**src/rtl/func_select_fsm_pkg.sv**
```systemverilog
// Function codes, FSM state encodings and the browse-order lookup.
// The code and state values are shared with the downstream LED decoder stage.
package func_select_fsm_pkg;

  localparam logic [2:0] FUNC_NONE = 3'b000;
  localparam logic [2:0] FUNC_1    = 3'b001;
  localparam logic [2:0] FUNC_3    = 3'b011;
  localparam logic [2:0] FUNC_4    = 3'b100;
  localparam logic [2:0] FUNC_6    = 3'b110;

  localparam logic [1:0] S_IDLE   = 2'b00;
  localparam logic [1:0] S_BROWSE = 2'b01;
  localparam logic [1:0] S_RUN    = 2'b10;

  // Browse order 1 -> 3 -> 4 -> 6 -> 1; anything off the ring restarts at 1.
  function automatic logic [2:0] succ(input logic [2:0] code);
    case (code)
      FUNC_1:  succ = FUNC_3;
      FUNC_3:  succ = FUNC_4;
      FUNC_4:  succ = FUNC_6;
      FUNC_6:  succ = FUNC_1;
      default: succ = FUNC_1;
    endcase
  endfunction

endpackage

```
**src/rtl/func_select_fsm_btn_debounce.sv**
```systemverilog
// Per-button 2-flop synchroniser, stability counter and registered press pulse.
module btn_debounce #(
  parameter int DEBOUNCE_CYCLES = 4,
  parameter int CNT_W           = 3
) (
  input  logic i_clk,
  input  logic i_rst,
  input  logic i_btn,
  output logic o_pulse
);

  logic             r_sync1;
  logic             r_sync2;
  logic             r_stable;
  logic [CNT_W-1:0] r_cnt;
  logic             r_pulse;

  localparam logic [CNT_W-1:0] CNT_LAST = CNT_W'(DEBOUNCE_CYCLES - 1);

  always_ff @(posedge i_clk or posedge i_rst) begin
    if (i_rst) begin
      r_sync1  <= 1'b0;
      r_sync2  <= 1'b0;
      r_stable <= 1'b0;
      r_cnt    <= '0;
      r_pulse  <= 1'b0;
    end else begin
      r_sync1 <= i_btn;
      r_sync2 <= r_sync1;
      r_pulse <= 1'b0;
      if (r_sync2 == r_stable) begin
        r_cnt <= '0;
      end else if (r_cnt == CNT_LAST) begin
        // Accept the new level; only a press (new level 1) is reported.
        r_stable <= r_sync2;
        r_cnt    <= '0;
        r_pulse  <= r_sync2;
      end else begin
        r_cnt <= r_cnt + 1'b1;
      end
    end
  end

  assign o_pulse = r_pulse;

endmodule

```
**src/rtl/func_select_fsm.sv**
```systemverilog
// Operator front-end: debounced next/confirm/cancel buttons drive a browse/confirm FSM
// that latches the chosen function code onto func for the LED decoder.
module func_select_fsm
  import func_select_fsm_pkg::*;
#(
  parameter int DEBOUNCE_CYCLES = 4,
  parameter int CNT_W           = 3
) (
  input  logic       clk,
  input  logic       reset,
  input  logic       btn_next,
  input  logic       btn_confirm,
  input  logic       btn_cancel,
  output logic [2:0] func,
  output logic [2:0] preview,
  output logic       active,
  output logic [1:0] dbg_state
);

  logic       w_next;
  logic       w_confirm;
  logic       w_cancel;
  logic [1:0] r_state;
  logic [2:0] r_func;
  logic [2:0] r_preview;
  logic       r_active;

  btn_debounce #(.DEBOUNCE_CYCLES(DEBOUNCE_CYCLES), .CNT_W(CNT_W)) u_next (
    .i_clk(clk), .i_rst(reset), .i_btn(btn_next), .o_pulse(w_next)
  );
  btn_debounce #(.DEBOUNCE_CYCLES(DEBOUNCE_CYCLES), .CNT_W(CNT_W)) u_confirm (
    .i_clk(clk), .i_rst(reset), .i_btn(btn_confirm), .o_pulse(w_confirm)
  );
  btn_debounce #(.DEBOUNCE_CYCLES(DEBOUNCE_CYCLES), .CNT_W(CNT_W)) u_cancel (
    .i_clk(clk), .i_rst(reset), .i_btn(btn_cancel), .o_pulse(w_cancel)
  );

  // Priority cancel > confirm > next: a lower pulse in the same cycle is dropped.
  always_ff @(posedge clk or posedge reset) begin
    if (reset) begin
      r_state   <= S_IDLE;
      r_func    <= FUNC_NONE;
      r_preview <= FUNC_NONE;
      r_active  <= 1'b0;
    end else begin
      case (r_state)
        S_IDLE: begin
          if (w_next && !w_confirm && !w_cancel) begin
            r_state   <= S_BROWSE;
            r_preview <= FUNC_1;
          end
        end
        S_BROWSE: begin
          if (w_cancel) begin
            r_state   <= r_active ? S_RUN : S_IDLE;
            r_preview <= FUNC_NONE;
          end else if (w_confirm) begin
            r_state   <= S_RUN;
            r_func    <= r_preview;
            r_active  <= 1'b1;
            r_preview <= FUNC_NONE;
          end else if (w_next) begin
            r_preview <= succ(r_preview);
          end
        end
        S_RUN: begin
          if (w_cancel) begin
            r_state  <= S_IDLE;
            r_func   <= FUNC_NONE;
            r_active <= 1'b0;
          end else if (w_next && !w_confirm) begin
            r_state   <= S_BROWSE;
            r_preview <= succ(r_func);
          end
        end
        default: begin
          r_state   <= S_IDLE;
          r_func    <= FUNC_NONE;
          r_preview <= FUNC_NONE;
          r_active  <= 1'b0;
        end
      endcase
    end
  end

  assign func      = r_func;
  assign preview   = r_preview;
  assign active    = r_active;
  assign dbg_state = r_state;

endmodule

```
**config.mk**
```make
export PLATFORM = sky130hd
export DESIGN_NAME = func_select_fsm
export DESIGN_NICKNAME = d
export VERILOG_FILES = /design/src/rtl/func_select_fsm_pkg.sv /design/src/rtl/func_select_fsm_btn_debounce.sv /design/src/rtl/func_select_fsm.sv
export SDC_FILE = /design/constraint.sdc
export NUM_CORES = 1
export LEC_CHECK = 0
export BUFFER_PORTS_ARGS = -buffer_cell sky130_fd_sc_hd__buf_2
export CORE_UTILIZATION = 30
export DETAILED_ROUTE_END_ITERATION = 10
export PLACE_DENSITY_LB_ADDON = 0.15
export SETUP_SLACK_MARGIN = 0.02
export SLEW_MARGIN = 20
export SYNTH_ARGS = -nofsm -noshare
export SYNTH_HDL_FRONTEND = slang
export SYNTH_SLANG_ARGS = --single-unit
```
**constraint.sdc**
```tcl
create_clock -name clk -period 1.2 [get_ports clk]
set_input_delay 0.24 -clock clk [delete_from_list [all_inputs] [get_ports clk]]
set_output_delay 0.24 -clock clk [all_outputs]
set_load 0.01 [all_outputs]
```
-- Yosys cells after proc, flatten, opt, wreduce, memory -nomap -nowiden
Cells that the tools add are included.
- register bits: 30
- bits of input ports: 5
- output and inout port bits: 9
- add/subtract/negate cells: 3
- eq/ne operators: 23
- mux-type cells: 36
- bitwise operators: 4
- reduce and logical (&&, ||, !) cells: 11
- operator list (operator ; number):
    $mux W3 ; 15
    $pmux W3 S3 ; 4
    $eq A3 B2 Y1 const B ; 5
    $mux W2 ; 6
    $add A3 B1 Y3 const B ; 3
    $mux W1 ; 9
    $ne A2 B2 Y1 const B ; 4
    $reduce_and A4 Y1 ; 2
    $eq A3 B1 Y1 const B ; 2
    $eq A3 B3 Y1 const B ; 2
    $pmux W2 S3 ; 1
    $reduce_and A2 Y1 ; 3
    $ne A2 B1 Y1 const B ; 2
    $ne A4 B1 Y1 const B ; 1
    $not A1 Y1 ; 4
    $eq A1 B1 Y1 ; 3
    $ne A3 B1 Y1 const B ; 1
    $ne A3 B2 Y1 const B ; 1
    $pmux W1 S3 ; 1
    $reduce_and A3 Y1 ; 1
    $eq A2 B1 Y1 const B ; 1
    $eq A2 B2 Y1 const B ; 1
    $logic_and A1 B1 Y1 ; 2
    $logic_not A1 Y1 ; 2
    $logic_not A2 Y1 ; 1

-- Logic depth before layout (Yosys ltp)
- depth after elaboration: 6
- mapped depth: 5

-- Cells and area by module
From an unflattened synthesis, not the netlist that was laid out.
- cell total of the unflattened synthesis: 108
- area, all modules: 1316.3 µm²
- by module, submodules not included (module ; instances ; cells an instance ; area each (µm²)):
    btn_debounce ; 3 ; 16 ; 260.2
    func_select_fsm ; 1 ; 60 ; 535.5

-- Worst setup path before layout
Ideal clock, no wire load.
- kind: register to register
- start: register r_func[1], in the netlist func[1]
- end: register r_preview[0], in the netlist preview[0]
- library setup time: 0.087 ns
- arrival: 1.114 ns
- data required time: 1.113 ns
- slack: -0.001 ns
- cell stages (with the launch flop): 5
- path buffers: 0
- clock period less this slack: 1.201 ns
- cells stage by stage: dfrtp_1 -> nand2b_1 -> o22ai_1 -> a2111o_1 -> o211ai_1
- longest elaborated chain between the ends: 5
- elaborated cells on any way between the ends: 7
- classes of those cells: 3 x eq/ne; 4 x mux
- RTL lines (what ; line ; RTL):
    from (decl) ; func_select_fsm.sv:24 ; logic [2:0] r_func;
    from (signal assigned) ; func_select_fsm.sv:59 ; r_func <= r_preview;
    $eq A3 B3 Y1, or another cell as far along ; func_select_fsm_pkg.sv:17 ; case (code)
    $pmux W3 S3 (*) ; func_select_fsm_pkg.sv:17 ;
    $mux W3 (*) ; func_select_fsm.sv:71 ; end else if (w_next && !w_confirm) begin
    $mux W3 (*) ; func_select_fsm.sv:67 ; if (w_cancel) begin
    $pmux W3 S3 (*) ; func_select_fsm.sv:46 ; case (r_state)
    to (signal assigned) ; func_select_fsm.sv:63 ; r_preview <= succ(r_preview);
    to (signal assigned) ; func_select_fsm.sv:73 ; r_preview <= succ(r_func);
    to (decl) ; func_select_fsm.sv:25 ; logic [2:0] r_preview;
Every way passes the cells marked *; elsewhere a longest branch is shown, timed or not. The select of a mux whose other input is x is not followed.
A chain may end at the register's enable or synchronous reset.

-- Worst setup path in the final report
- start: register r_state[1], in the netlist dbg_state[1]
- end: register r_preview[0], in the netlist preview[0]
- longest elaborated chain between the ends: 3
- elaborated cells on any way between the ends: 9
- classes of those cells: 6 x eq/ne; 1 x mux; 2 x reduce/logical
- RTL lines (what ; line ; RTL):
    from (decl) ; func_select_fsm.sv:23 ; logic [1:0] r_state;
    from (signal assigned) ; func_select_fsm.sv:55 ; r_state <= r_active ? S_RUN : S_IDLE;
    $eq A2 B1 Y1, or another cell as far along ; func_select_fsm.sv:46 ;
    $ne A4 B1 Y1 (no line) / $ne A2 B2 Y1 (equally long branches) ; -- ;
    $reduce_and A4 Y1 (no line) ; -- ;
Several ways; a longest one is shown, not always the timed one.

==> metrics.md <==
| Metric | Value |
|---|---|
| Outcome | completed |
| Crit. End Element | flop |
| Root Driver | clkbuf_8 |
| Post-synthesis cell area | 0.00125 sq mm |
| Maximum number of pins on one net before global-route repair | 31 |
| Post-Synthesis Cells | 107 |
| Leakage | 0.805 nW |
| Family with the most delay on the worst path | compound AO/OA/AOI/OAI gates |
| Placer Congestion | 0.869 |
| Final #Nets | 154 |
| Initial antenna violation count | 0 |
| Hold crit path type | in2async |
| Setup TNS | 0 ps |
| Sink Count | 30 |
| Final WL | 2360 um |
| Routed WL per cell | 12.0 um |
| CTS Hold Bufs | 0 |
| Chip Width | 66.6 um |
| FMAX | 836 MHz |
| CTS clock-pin slew for the worst setup and hold paths | 60 ps |
| Max incr delay on CP | 420 ps |
| Worst relative slew slack | 74.0% |
| Port bufs | 13 |
| Most frequent cells in the layout | dfrtp_1 (28), buf_4 (15), buf_6 (10), nand2_1 (9), buf_2 (9) |
| Die Area | 0.00443 sq mm |
| Max-capacitance violation count | 0 |
| H-Tree Depth | 2 |
| Routed vias | 925 |
| CP max-delay cell | dfrtp_1 |
| Crit path launch type | flop |
| Drt via density | 4.72 |
| Fin. max-slew vios | 0 |
| CP bufs+invs | 1 |
| Worst-skew pair later-pin latency | 280 ps |
| Worst Tran Pin Value | 389 ps |
| Worst path cell trace | buf_4 > a2111o_1 > o211ai_1 |
| Fin crit share | 99.7% |
| IO Pins | 14 |
| Critical path data arrival time | 1390 ps |
| Leading cell type in the layout, fill and taps excluded | dfrtp_1 |
| Sequential fraction of the synthesis area | 60.0% |
| Global-route usage over all layers | 12.8% |
| Remaining DRCs | 0 |
| Syn avg cell area | 11.7 sq um |
| Inst Count DP | 180 |
| Critical Path RT | 1400 ps |
| CP max FO | 5 |
| Hold Fails Final Rpt | 0 |
| Power Density | 1950 mW/mm^2 |
| Starting DRT DRC Count | 30 |
| DRT Pass-1 Iters | 4 |
| Initial core utilization | 31.3% |
| YS warnings | 0 |
| Congestion Overflow GR | 0 |
| Maximum vdd ir drop | 0.854 mV |
| Area Growth Syn to Fin | 39.4% |
| Fin crit period | 1200 ps |
| Row count | 23 |
| Post-Place Setup Slack | -33.4 ps |
| Die extent in y | 66.6 um |
| Number of global-route vias before repair | 914 |
| CTS buffer count | 5 |
| DRT antenna net count | 0 |
| Final Setup Violations | 0 |
| DPL Wire Length | 1680 um |
| First-pass GRT wire length | 3980 um |
| Fill cell count | 391 |
| Clock Skews | 2.48 ps |
| Crit Path Class | reg2reg |
| Post-Syn Nets | 115 |
| CORE AREA | 0.00400 sq mm |
| CTS tree | built |
| Post-route setup slack | 3.24 ps |
| Post-layout util | 43.6% |
| RSZ-0062 raised after global routing | yes |
| Final std cells w/o fill | 196 |
| Max Buffers Root-to-Sink | 2 |
| Unique cell type count in the Yosys netlist | 25 |
| Synthesized flop and latch total | 30 |
| Diode count | 0 |
| Share of layout cells above drive strength 1 | 42.5% |
[worst min-delay path, delay by kind of cell]
family   cells  cell delay, ps
buf+inv      3             470
[sequential cells by signal, indices dropped and copies added, names as in the netlist, 2 cells and up]
register	flops
dbg_state	2
u_next.r_cnt	3
preview	3
u_confirm.r_cnt	3
u_cancel.r_cnt	3
func	3
[cell families (layout without fill, tap and decap cells)]
logic type	Yosys count	in the layout	synth area share, %
XOR/XNOR	4	4	2.80
AO/OA/AOI/OAI	22	22	11.5
flip-flops	30	30	60.0
multiplexers	4	4	3.50
AND/OR/NAND/NOR	40	40	17.8
buffers and inverters	4	43	1.40
adder cells (fa/ha/maj)	3	3	3.00
[stage by stage]
stage          total power [W]  hold WS (ps)  instance area [sq um]
2_1_floorplan          0.00204           271                   1250
3_3_place_gp           0.00237           330                   1460
3_5_place_dp           0.00240           335                   1460
4_1_cts                0.00327          31.3                   1630
5_1_grt                0.00367          51.3                   1740
6_report               0.00340          23.9                   1740
[cells in the mapped netlist]
library cell	instances	area [sq um]
nand2b_1	7	43.8
mux2_2	3	33.8
nor2b_1	7	43.8
o31a_1	1	8.76
nor3_1	7	35.0
dfrtp_1	30	751
o32ai_1	1	8.76
and3b_1	3	26.3
a21oi_1	6	30.0
mux2i_1	1	10.0
buf_2	2	10.0
a32oi_1	4	35.0
nor2_2	1	6.26
o21ai_1	5	25.0
o21ai_0	1	5.00
nor2_1	3	11.3
xnor2_1	4	35.0
inv_2	1	3.75
inv_1	1	3.75
o211ai_1	1	7.51
nor3b_1	3	22.5
nand2_1	9	33.8
ha_1	3	37.5
o22ai_1	2	12.5
a2111o_1	1	11.3
[routing by layer]
layer	vias up	track usage, %	wire [um]
met5	-	0	0
li1	459	-	-
met3	5	6.16	107
met4	0	6.38	42
met1	443	14.6	1100
met2	18	19.8	1110
[where the power goes]
group	switching, W	internal, W
registers	0.000196	0.00124
logic	0.000528	0.000697
clock network	0.000350	0.000387
[worst paths after layout]
check | cells after the start | slack (ps) | to | from
max | 3 | 3 | preview[0] | dbg_state[1]
min | 3 | 20 | u_next.r_sync1 | reset
max reg2reg | 3 | 3 | preview[0] | dbg_state[1]
min reg2reg | 0 | 350 | u_next.r_sync2 | u_next.r_sync1
max in group asynchronous | 3 | 880 | func[2] | reset
min in group clk | 1 | 70 | u_confirm.r_sync1 | btn_confirm
[cell type report]
class | count | area, sq um | area share [%]
inverters | 2 | 7.51 | 0.430
multi-input cells | 73 | 572 | 32.8
clock buffers | 5 | 68.8 | 3.95
clock inverters | 2 | 10.0 | 0.574
flip-flops and latches | 30 | 753 | 43.2
well taps | 50 | 62.6 | 3.59
repair buffers | 34 | 270 | 15.5
[what timing repair did]
| action | CTS | global route |
|---|---|---|
| pin swaps | 0 | 4 |
| gates resized for setup | 13 | 19 |
| setup endpoints to repair | 8 | 14 |
| setup buffers | 5 | 4 |
Note: power is estimated with default switching activity, not from simulation.
